## config.mk

```make
export PLATFORM = sky130hd
export DESIGN_NAME = axi_lite_reg_responder
export DESIGN_NICKNAME = d
export VERILOG_FILES = /design/src/rtl/axi_lite_reg_responder.sv
export SDC_FILE = /design/constraint.sdc
export NUM_CORES = 1
export LEC_CHECK = 0
export CORE_MARGIN = 2
export CORE_UTILIZATION = 44
export DETAILED_ROUTE_END_ITERATION = 10
export PLACE_DENSITY = 0.92
export SLEW_MARGIN = 20
export SYNTH_ARGS = -nofsm -noshare
export SYNTH_HDL_FRONTEND = slang
export SYNTH_SLANG_ARGS = --single-unit
```

## constraint.sdc

```tcl
create_clock -name clk_100MHz -period 5.9 [get_ports clk_100MHz]
set_clock_uncertainty 0.2 [all_clocks]
set_input_delay 0.885 -clock clk_100MHz [delete_from_list [all_inputs] [get_ports clk_100MHz]]
set_output_delay 0.885 -clock clk_100MHz [all_outputs]
set_load 0.05 [all_outputs]
```

## src/rtl/axi_lite_reg_responder.sv

```systemverilog
// AXI4-Lite responder with a 4-word register bank.
// Words 0-2 are byte-writable control registers exported to fabric logic.
// Word 3 is a read-only view of the live fabric status input; writes to it get SLVERR.
// The read and write channels run as independent two-state FSMs.

// One byte-strobed control register.
module axi_lite_ctrl_reg #(
    parameter int                  DW        = 32,
    parameter logic [DW-1:0]       RESET_VAL = '0
) (
    input  logic                   clk,
    input  logic                   rst,
    input  logic                   we,
    input  logic [DW-1:0]          wdata,
    input  logic [DW/8-1:0]        wstrb,
    output logic [DW-1:0]          q
);
    // Only the strobed bytes change on a committed write.
    always_ff @(posedge clk or posedge rst) begin
        if (rst) begin
            q <= RESET_VAL;
        end else if (we) begin
            for (int b = 0; b < DW/8; b++) begin
                if (wstrb[b]) q[b*8 +: 8] <= wdata[b*8 +: 8];
            end
        end
    end
endmodule

module axi_lite_reg_responder #(
    parameter int                        C_ADDR_WIDTH = 4,
    parameter int                        C_DATA_WIDTH = 32,
    parameter logic [C_DATA_WIDTH-1:0]   C_RESET_VAL  = '0
) (
    input  logic                         clk_100MHz,
    input  logic                         reset_rtl_0,
    input  logic [C_ADDR_WIDTH-1:0]      s_awaddr,
    input  logic                         s_awvalid,
    output logic                         s_awready,
    input  logic [C_DATA_WIDTH-1:0]      s_wdata,
    input  logic [C_DATA_WIDTH/8-1:0]    s_wstrb,
    input  logic                         s_wvalid,
    output logic                         s_wready,
    output logic [1:0]                   s_bresp,
    output logic                         s_bvalid,
    input  logic                         s_bready,
    input  logic [C_ADDR_WIDTH-1:0]      s_araddr,
    input  logic                         s_arvalid,
    output logic                         s_arready,
    output logic [C_DATA_WIDTH-1:0]      s_rdata,
    output logic [1:0]                   s_rresp,
    output logic                         s_rvalid,
    input  logic                         s_rready,
    output logic [C_DATA_WIDTH-1:0]      ctrl0,
    output logic [C_DATA_WIDTH-1:0]      ctrl1,
    output logic [C_DATA_WIDTH-1:0]      ctrl2,
    input  logic [C_DATA_WIDTH-1:0]      status_in,
    output logic [2:0]                   wr_pulse
);
    localparam int NUM_CTRL = 3;
    localparam logic [1:0] RESP_OKAY   = 2'b00;
    localparam logic [1:0] RESP_SLVERR = 2'b10;

    typedef enum logic { W_IDLE, W_RESP } w_state_t;
    typedef enum logic { R_IDLE, R_DATA } r_state_t;

    w_state_t w_state, w_next;
    r_state_t r_state, r_next;

    logic                                 aw_hs;
    logic                                 ar_hs;
    logic [1:0]                           w_idx;
    logic [1:0]                           r_idx;
    logic [NUM_CTRL-1:0]                  wr_sel;
    logic [NUM_CTRL-1:0][C_DATA_WIDTH-1:0] ctrl_q;
    logic [C_DATA_WIDTH-1:0]              rd_mux;

    // Byte-lane address bits carry no information for word-wide registers.
    logic unused_addr_bits;
    assign unused_addr_bits = ^{s_awaddr[1:0], s_araddr[1:0]};

    assign w_idx = s_awaddr[3:2];
    assign r_idx = s_araddr[3:2];

    // Control register bank; each word commits only on its own address decode.
    for (genvar g = 0; g < NUM_CTRL; g++) begin : g_ctrl
        assign wr_sel[g] = aw_hs && (w_idx == 2'(g));
        axi_lite_ctrl_reg #(
            .DW        (C_DATA_WIDTH),
            .RESET_VAL (C_RESET_VAL)
        ) u_reg (
            .clk   (clk_100MHz),
            .rst   (reset_rtl_0),
            .we    (wr_sel[g]),
            .wdata (s_wdata),
            .wstrb (s_wstrb),
            .q     (ctrl_q[g])
        );
    end

    assign ctrl0 = ctrl_q[0];
    assign ctrl1 = ctrl_q[1];
    assign ctrl2 = ctrl_q[2];

    // Write FSM state register.
    always_ff @(posedge clk_100MHz or posedge reset_rtl_0) begin
        if (reset_rtl_0) w_state <= W_IDLE;
        else             w_state <= w_next;
    end

    // Write FSM: accept AW and W together in one cycle, then hold B until taken.
    always_comb begin
        w_next = w_state;
        aw_hs  = 1'b0;
        case (w_state)
            W_IDLE: begin
                if (s_awvalid && s_wvalid && !reset_rtl_0) begin
                    aw_hs  = 1'b1;
                    w_next = W_RESP;
                end
            end
            W_RESP: begin
                if (s_bready) w_next = W_IDLE;
            end
            default: w_next = W_IDLE;
        endcase
    end

    assign s_awready = aw_hs;
    assign s_wready  = aw_hs;
    assign s_bvalid  = (w_state == W_RESP);

    // Response code and per-register strobe, both latched on the accept edge.
    always_ff @(posedge clk_100MHz or posedge reset_rtl_0) begin
        if (reset_rtl_0) begin
            s_bresp  <= RESP_OKAY;
            wr_pulse <= '0;
        end else begin
            wr_pulse <= wr_sel;
            if (aw_hs) s_bresp <= (w_idx == 2'd3) ? RESP_SLVERR : RESP_OKAY;
        end
    end

    // Read FSM state register.
    always_ff @(posedge clk_100MHz or posedge reset_rtl_0) begin
        if (reset_rtl_0) r_state <= R_IDLE;
        else             r_state <= r_next;
    end

    // Read FSM: one-cycle AR accept, then hold R until taken.
    always_comb begin
        r_next = r_state;
        ar_hs  = 1'b0;
        case (r_state)
            R_IDLE: begin
                if (s_arvalid && !reset_rtl_0) begin
                    ar_hs  = 1'b1;
                    r_next = R_DATA;
                end
            end
            R_DATA: begin
                if (s_rready) r_next = R_IDLE;
            end
            default: r_next = R_IDLE;
        endcase
    end

    assign s_arready = ar_hs;
    assign s_rvalid  = (r_state == R_DATA);
    assign s_rresp   = RESP_OKAY;

    // Read mux sees register contents before any same-edge write lands.
    always_comb begin
        rd_mux = status_in;
        case (r_idx)
            2'd0:    rd_mux = ctrl_q[0];
            2'd1:    rd_mux = ctrl_q[1];
            2'd2:    rd_mux = ctrl_q[2];
            default: rd_mux = status_in;
        endcase
    end

    // Capture read data on the AR accept edge and hold it through R_DATA.
    always_ff @(posedge clk_100MHz or posedge reset_rtl_0) begin
        if (reset_rtl_0)  s_rdata <= '0;
        else if (ar_hs)   s_rdata <= rd_mux;
    end
endmodule

```

## Word level (Yosys, flattened, before mapping)

Index checks and enable logic that the tools add are counted.

| operators by class | value |
|---|---|
| mux-type cells | 10 |
| equal/unequal tests | 5 |
| bitwise operators | 2 |
| reduce and logical (&&, ||, !) cells | 21 |

Operators by type and width:

| cell | number |
|---|---|
| $pmux 32 s3 | 1 |
| $reduce_and 2->1 | 12 |
| $eq 2x2->1 const B | 3 |
| $logic_and 1x1->1 | 6 |
| $mux 1 | 6 |
| $eq 2x1->1 const B | 2 |
| $logic_not 2->1 | 2 |
| $pmux 1 s2 | 2 |
| $mux 2 | 1 |
| $not 1->1 | 2 |
| $logic_not 1->1 | 1 |

| word-level totals | value |
|---|---|
| register bits | 135 |
| output and inout port bits | 140 |

## Depth between registers and ports, before layout

Gate-level depths: netlist of the first run.

| logic depth | value |
|---|---|
| depth after elaboration | 6 |
| mapped depth | 7 |
| mapped depth without buffers | 4 |

## Cells and area by module

From an unflattened synthesis of the first run, not the netlist that was laid out.

| unflattened totals | value |
|---|---|
| cell total of the unflattened synthesis | 338 |
| area, all modules | 5948.2 um^2 |

Modules (own cells, without submodules):

| module | area each (um^2) | cells an instance | times used |
|---|---|---|---|
| axi_lite_ctrl_reg | 1189.9 | 69 | 3 |
| axi_lite_reg_responder | 2378.5 | 131 | 1 |

## Least setup slack after synthesis of the first run

OpenSTA, ideal clock, no wires.

| path | value |
|---|---|
| kind | input to register |
| start point | input reset_rtl_0 |
| end point | register s_rdata[1] |
| data arrival time | 4.769 ns |
| required time | 5.610 ns |
| setup time | 0.090 ns |
| path slack | 0.841 ns |
| path buffers | 1 |
| stages on the path | 4 |
| cells stage by stage | inv_1 > nand4_1 > clkbuf_1 > o221ai_1 |

| between the ends | value |
|---|---|
| word-level cells in the longest chain between the ends | 4 |

Ends and longest elaborated chain:

| what | RTL line | source |
|---|---|---|
| start: declaration | 36 | `input logic reset_rtl_0,` |
| $logic_not 1->1 (no source line) | n/a |  |
| $logic_and 1x1->1 | 156 | `if (s_arvalid && !reset_rtl_0) begin` |
| $mux 1 | 156 |  |
| $mux 1 | 154 | `case (r_state)` |
| end signal: assignment | 186 | `else if (ar_hs) s_rdata <= rd_mux;` |
| end: declaration | 50 | `output logic [C_DATA_WIDTH-1:0] s_rdata,` |

Every way passes these cells.
A chain may end at the register's enable or synchronous reset.

## Worst setup path after layout of the first run

| path | value |
|---|---|
| start point | input reset_rtl_0 |
| end point | output s_wready |

| between the ends | value |
|---|---|
| word-level cells in the longest chain between the ends | 4 |

Ends and longest elaborated chain:

| what | RTL line | source |
|---|---|---|
| $logic_not 1->1 (no source line) | n/a |  |
| $logic_and 1x1->1 | 117 | `if (s_awvalid && s_wvalid && !reset_rtl_0) begin` |
| $mux 1 | 117 |  |
| $mux 1 | 115 | `case (w_state)` |
| end: declaration | 43 | `output logic s_wready,` |

Every way passes these cells.

==> flow_metrics.env, run 1 <==
export IMPL_drt_total_wl_mm=16.4
export IMPL_cts_clk_slew_worst_paths_ns=0.05
export IMPL_critPathCaptureType="output port"
export IMPL_place_inst=788
export IMPL_syn_inst=424
export IMPL_startpoint_type="primary input"
export IMPL_synth_cell_type_count=26
export IMPL_async_flop_share_pct=100
export IMPL_hold_violations=0
export IMPL_final_common_cell="clkdlybuf4s50_1"
export IMPL_yosysSeqAreaShare_pct=56.9
export IMPL_multi_input_comb_area_mm2=0.00235
export IMPL_hold_slack_ns=0.281
export IMPL_drv_slew=0
export IMPL_rsz0062_at_grt="false"
export IMPL_path_max_fanout=15
export IMPL_antenna_found_initial=0
export IMPL_grt_pass1_wl_mm=25.9
export IMPL_finalSetupTns_ns=0
export IMPL_cts_buffers=17
export IMPL_fin_crit_sh_pct=73.8
export IMPL_antenna_cells=0
export IMPL_nets=714
export IMPL_fillers=921
export IMPL_htree_levels=4
export IMPL_syn_avg_cell_area_um2=13.9
export IMPL_synth_edff_count=0
export IMPL_ir_drop_uv=285
export IMPL_ios=223
export IMPL_place_area_mm2=0.00812
export IMPL_grt_ovfl_total=0
export IMPL_relSlewSlack_pct=24.1
export IMPL_cp_required_ns=4.82
export IMPL_maxCapViolCount=0
export IMPL_die_y_um=120
export IMPL_tightest_slew_ns=1.14
export IMPL_core_area_mm2=0.0132
export IMPL_finalSetupViolCount=0
export IMPL_synth_ff_type="dfrtp_1"
export IMPL_leakage_nw=3.97
export IMPL_rr_worst_depth=4
export IMPL_area_delta_synth_final_pct=49.5
export IMPL_cts_root_buf="clkbuf_16"
export IMPL_clock_sinks=134
export IMPL_cts_setup_buffers=0
export IMPL_avgRoutedWirePerCell_um=20.0
export IMPL_start_util_pct=44.7
export IMPL_status="completed"
export IMPL_die_area_mm2=0.0143
export IMPL_drc=0
export IMPL_firstDrtPassIters=4
export IMPL_worstHoldPathCells=2
export IMPL_final_cell_mix="214 x clkdlybuf4s50_1, 134 x dfrtp_1, 91 x mux2_2"
export IMPL_cts_hold_buf=0
export IMPL_vias=4427
export IMPL_dp_hpwl_mm=11.0
export IMPL_ant_nets=0
export IMPL_synth_seq_cells=134
export IMPL_grt_start_max_net_pins=75
export IMPL_cts_repair_resized=0
export IMPL_clock_path_buffers=2
export IMPL_clk_insertion_delay_late_ns=0.41
export IMPL_die_x_um=120
export IMPL_drt_iter0_drc=176
export IMPL_final_cells=819
export IMPL_grt_pass1_vias=4696
export IMPL_power_density_mw_per_mm2=440
export IMPL_worst_setup_path_type="primary input to output port"
export IMPL_gp_congestion=0.742
export IMPL_vias_per_cell=5.41
export IMPL_synthesis_area_mm2=0.00590
export IMPL_ys_warn_count=0
export IMPL_numPortBuffers=215
export IMPL_arrival_ns=3.27
export IMPL_finalCriticalPeriod_ns=4.35
export IMPL_grt_use_total_pct=23.6
export IMPL_cts_tree="done"
export IMPL_max_freq_mhz=230
export IMPL_fin_area_mm2=0.00881
export IMPL_rows=42
export IMPL_hold_path_class="register to register"
export IMPL_final_seq_area_mm2=0.00335
export IMPL_drive_above_1_share_pct=20.8
## cells in the mapped netlist (2+ instances only)
master	instances	area share (%)
mux2_1	5	0.95
buf_2	11	0.93
inv_1	4	0.25
nor2_1	2	0.13
and2_1	2	0.21
nor2b_1	2	0.21
clkbuf_1	11	0.70
mux2_2	91	17
nor4b_4	2	0.81
buf_6	4	0.76
o221ai_1	32	4.8
buf_4	5	0.64
nand3_2	3	0.51
and3_1	7	0.74
dfrtp_1	134	57
o21ai_0	2	0.17
nand2_1	34	2.2
mux2i_1	64	11
nand3_1	2	0.17
## final cells by class
type	instances	share of cell area (%)
Multi-Input combinational cell	255	26.6
Timing Repair Buffer	218	24.6
Inverter	5	0.270
Clock inverter	8	2.16
Clock buffer	23	5.76
Tap cell	176	2.50
Sequential cell	134	38.0
## critical path, stage by stage
cell and delay [ns]:
clkdlybuf4s50_1 0.52, nand4bb_1 0.56, inv_2 0.38, clkdlybuf4s50_1 0.91
## path summary, 6_finish.rpt
path / start / endpoint / slack (ns)
max: reset_rtl_0 / s_wready / 1.55
min: s_bresp[1] / s_bresp[1] / 0.28
max reg2reg: s_bvalid / g_ctrl[1].u_reg.q[4] / 3.35
min reg2reg: s_bresp[1] / s_bresp[1] / 0.28
max in group asynchronous: reset_rtl_0 / s_rdata[2] / 3.34
min in group asynchronous: reset_rtl_0 / s_rvalid / 0.78
## per-layer routing
| layer | vias up | global-route usage [%] | wire [um] |
|---|---|---|---|
| met1 | 2271 | 27.2 | 6500 |
| met3 | 27 | 7.56 | 1100 |
| met5 | - | 0 | 0 |
| met4 | 0 | 9.19 | 334 |
| li1 | 1963 | - | - |
| met2 | 166 | 41.0 | 8480 |
## power breakdown
part | switching, W | internal [W]
clock network | 0.000376 | 0.000857
logic | 0.000895 | 0.000503
registers | 0.000141 | 0.00110
total | 0.00141 | 0.00246
## sequential cells by signal (all words and copies together), names as in the netlist
signal and count:
s_rvalid 1, s_bresp 1, s_bvalid 1, g_ctrl.u_reg.q 96, wr_pulse 3, s_rdata 32
## through the flow
stage	total power, W	util [%]	worst slack (ns)
2_1_floorplan	0.00213	-	0.841
3_3_place_gp	0.00261	61.5	1.57
3_5_place_dp	0.00265	61.5	1.54
4_1_cts	0.00390	66.8	1.53
5_1_grt	0.00401	66.8	1.43
6_report	0.00387	66.8	1.55
## cells by family (layout without fill, tap and decap cells)
| kind of cell | Yosys count | after routing | share of synthesized area, % |
|---|---|---|---|
| mux | 160 | 160 | 29.2 |
| flops | 134 | 134 | 56.9 |
| simple gates | 58 | 58 | 5.47 |
| buf+inv | 37 | 254 | 3.48 |
| compound gates | 34 | 34 | 4.92 |
| other cells | 1 | 3 | 0.0636 |
No activity file was read; power rests on OpenSTA's default activity.
==> run 2, diff against run 1 <==
--- a/config.mk
+++ b/config.mk
@@ -6,9 +6,9 @@
 export NUM_CORES = 1
 export LEC_CHECK = 0
 export CORE_MARGIN = 2
-export CORE_UTILIZATION = 44
+export CORE_UTILIZATION = 40
 export DETAILED_ROUTE_END_ITERATION = 10
-export PLACE_DENSITY = 0.92
+export PLACE_DENSITY = 0.89
 export SLEW_MARGIN = 20
 export SYNTH_ARGS = -nofsm -noshare
 export SYNTH_HDL_FRONTEND = slang
==> constraint.sdc (replaced) <==
create_clock -name clk_100MHz -period 4 [get_ports clk_100MHz]
set_clock_uncertainty 0.2 [all_clocks]
set_input_delay 0.6 -clock clk_100MHz [delete_from_list [all_inputs] [get_ports clk_100MHz]]
set_output_delay 0.6 -clock clk_100MHz [all_outputs]
set_load 0.05 [all_outputs]
==> flow_metrics.env, run 2 (synthesis gave the netlist of run 1 again) <==
export IMPL_cts_repair_resized=0
export IMPL_largest_register_ffs=96
export IMPL_r2r_slack_ns=1.46
export IMPL_leakage_nw=3.89
export IMPL_crit_path_max_incr_delay_ns=0.51
export IMPL_maxCapViolCount=0
export IMPL_finalCriticalPeriod_ns=3.05
export IMPL_worstHoldPathCells=2
export IMPL_avgRoutedWirePerCell_um=19.6
export IMPL_gp_congestion=0.766
export IMPL_htree_levels=4
export IMPL_clock_sinks=134
export IMPL_numPortBuffers=215
export IMPL_p_seq_share_pct=34.8
export IMPL_cp_cell_sequence="clkdlybuf4s50_1 -> nand4bb_1 -> inv_2 -> buf_4"
export IMPL_drv_slew=0
export IMPL_drt_iter0_drc=209
export IMPL_hold_violations=0
export IMPL_status="completed"
export IMPL_die_y_um=125
export IMPL_finalSetupViolCount=0
export IMPL_p_sw_w=0.00207
export IMPL_ir_drop_uv=375
export IMPL_fillers=1124
export IMPL_multi_input_comb_area_mm2=0.00235
export IMPL_power_density_mw_per_mm2=607
export IMPL_nets=715
export IMPL_max_freq_mhz=328
export IMPL_grt_use_met1_pct=24.6
export IMPL_tightest_slew_ns=1.12
export IMPL_hp_start="s_bresp[1]"
export IMPL_whs_endpoint="s_bresp[1]"
export IMPL_ios=223
export IMPL_grt_busiest_layer="met2"
export IMPL_fin_crit_sh_pct=76.2
export IMPL_drive_above_1_share_pct=20.9
export IMPL_drc=0
export IMPL_grtUsageMet3_pct=7.27
export IMPL_hold_path_class="register to register"
export IMPL_clock_path_buffers=2
export IMPL_p_int_w=0.00319
export IMPL_timing_critical_path_buf_inv=3
export IMPL_cp_top_family="buffers and inverters"
export IMPL_die_area_mm2=0.0157
export IMPL_rsz0062_at_grt="false"
export IMPL_sw_frac_of_total_pct=39.4
export IMPL_grt_ovfl_total=0
export IMPL_path_max_fanout=15
export IMPL_cpMaxStageDelayCell="nand4bb_1"
export IMPL_firstDrtPassIters=4
export IMPL_cts_setup_buffers=0
export IMPL_vias_per_cell=5.32
export IMPL_final_cell_mix="211 x clkdlybuf4s50_1, 134 x dfrtp_1, 91 x mux2_2"
export IMPL_start_util_pct=40.7
export IMPL_worst_setup_path_type="primary input to output port"
export IMPL_cts_hold_buf=0
export IMPL_r2r_end="g_ctrl[1].u_reg.q[6]"
export IMPL_core_area_mm2=0.0145
export IMPL_cts_clk_slew_worst_paths_ns=0.05
export IMPL_critPathCaptureType="output port"
export IMPL_antenna_cells=0
export IMPL_hold_slack_ns=0.261
export IMPL_p_clk_share_pct=26.1
export IMPL_startpoint_type="primary input"
export IMPL_relSlewSlack_pct=25.1
export IMPL_cts_tree="done"
export IMPL_grt_pass1_vias=4687
export IMPL_antenna_found_initial=0
export IMPL_cp_required_ns=3.20
export IMPL_final_common_cell="clkdlybuf4s50_1"
export IMPL_met2_usage_pct=34.7
export IMPL_grt_use_total_pct=20.8
export IMPL_power_frac_comb_pct=39.0
export IMPL_grt_start_max_net_pins=135
export IMPL_rows=44
export IMPL_final_seq_area_mm2=0.00335
export IMPL_die_x_um=125
export IMPL_finalSetupTns_ns=0
export IMPL_regToRegStartpoint="s_bvalid"
export IMPL_arrival_ns=2.25
export IMPL_regMostFlops="g_ctrl.u_reg.q"
export IMPL_vias=4407
export IMPL_ant_nets=0
export IMPL_cts_root_buf="clkbuf_16"
export IMPL_top_regs="g_ctrl.u_reg.q x96, s_rdata x32, wr_pulse x3"
export IMPL_cts_buffers=17
export IMPL_drt_total_wl_mm=16.2
export IMPL_area_delta_synth_final_pct=46.8
export IMPL_grt_pass1_wl_mm=25.5
export IMPL_rr_worst_depth=4
export IMPL_dp_hpwl_mm=11.0
export IMPL_clk_insertion_delay_late_ns=0.41
==> run 2: tightest hold or removal path: cells and delay by family (launching register included) <==
kind | cells | cell delay [ns]
DFF | 1 | 0.34
and+or+nand+nor | 2 | 0.09
==> run 2: layout make-up <==
cell class                      instances  share of cell area, %
Clock inverter                          9                  0.621
Inverter                                5                  0.260
Multi-Input combinational cell        255                   27.1
Timing Repair Buffer                  219                   25.2
Tap cell                              184                   2.66
Sequential cell                       134                   38.7
Clock buffer                           23                   5.40
==> run 2: routing by layer <==
layer  part of all wire [%]  vias to the layer above
li1                       -                     1976
met1                     42                     2212
met2                     49                      181
met3                    6.7                       38
met4                    2.8                        0
met5                      0                        -
==> run 2: per-stage QoR <==
stage	std cells	worst slack [ns]	utilization [%]	cell area, um^2	total power, W
floorplan	426	0.108	-	5910	0.00314
global placement	797	0.767	56.2	8140	0.00385
detailed placement	797	0.710	56.2	8140	0.00391
CTS	829	0.906	59.8	8660	0.00531
global route	829	0.834	59.8	8660	0.00547
finish	829	0.952	59.8	8660	0.00526
==> run 2: how the worst max path moves through the flow <==
stage                startpoint                    end  slack (ns)  cells past startpoint
global route        reset_rtl_0              s_awready        0.83                      4
finish              reset_rtl_0               s_wready        0.95                      4
global placement    reset_rtl_0  g_ctrl[2].u_reg.q[26]        0.77                      5
floorplan           reset_rtl_0             s_rdata[0]        0.11                      4
CTS                 reset_rtl_0               s_wready        0.91                      4
detailed placement  reset_rtl_0  g_ctrl[2].u_reg.q[20]        0.71                      5
==> run 2: power groups by stage <==
stage                     Combinational (W)  Clock [W]  Sequential, W
after floorplan                    0.000385          0        0.00275
after global placement              0.00203          0        0.00183
after detailed placement            0.00206          0        0.00185
after CTS                           0.00207    0.00141        0.00183
after global routing                0.00213    0.00147        0.00187
final                               0.00205    0.00137        0.00183
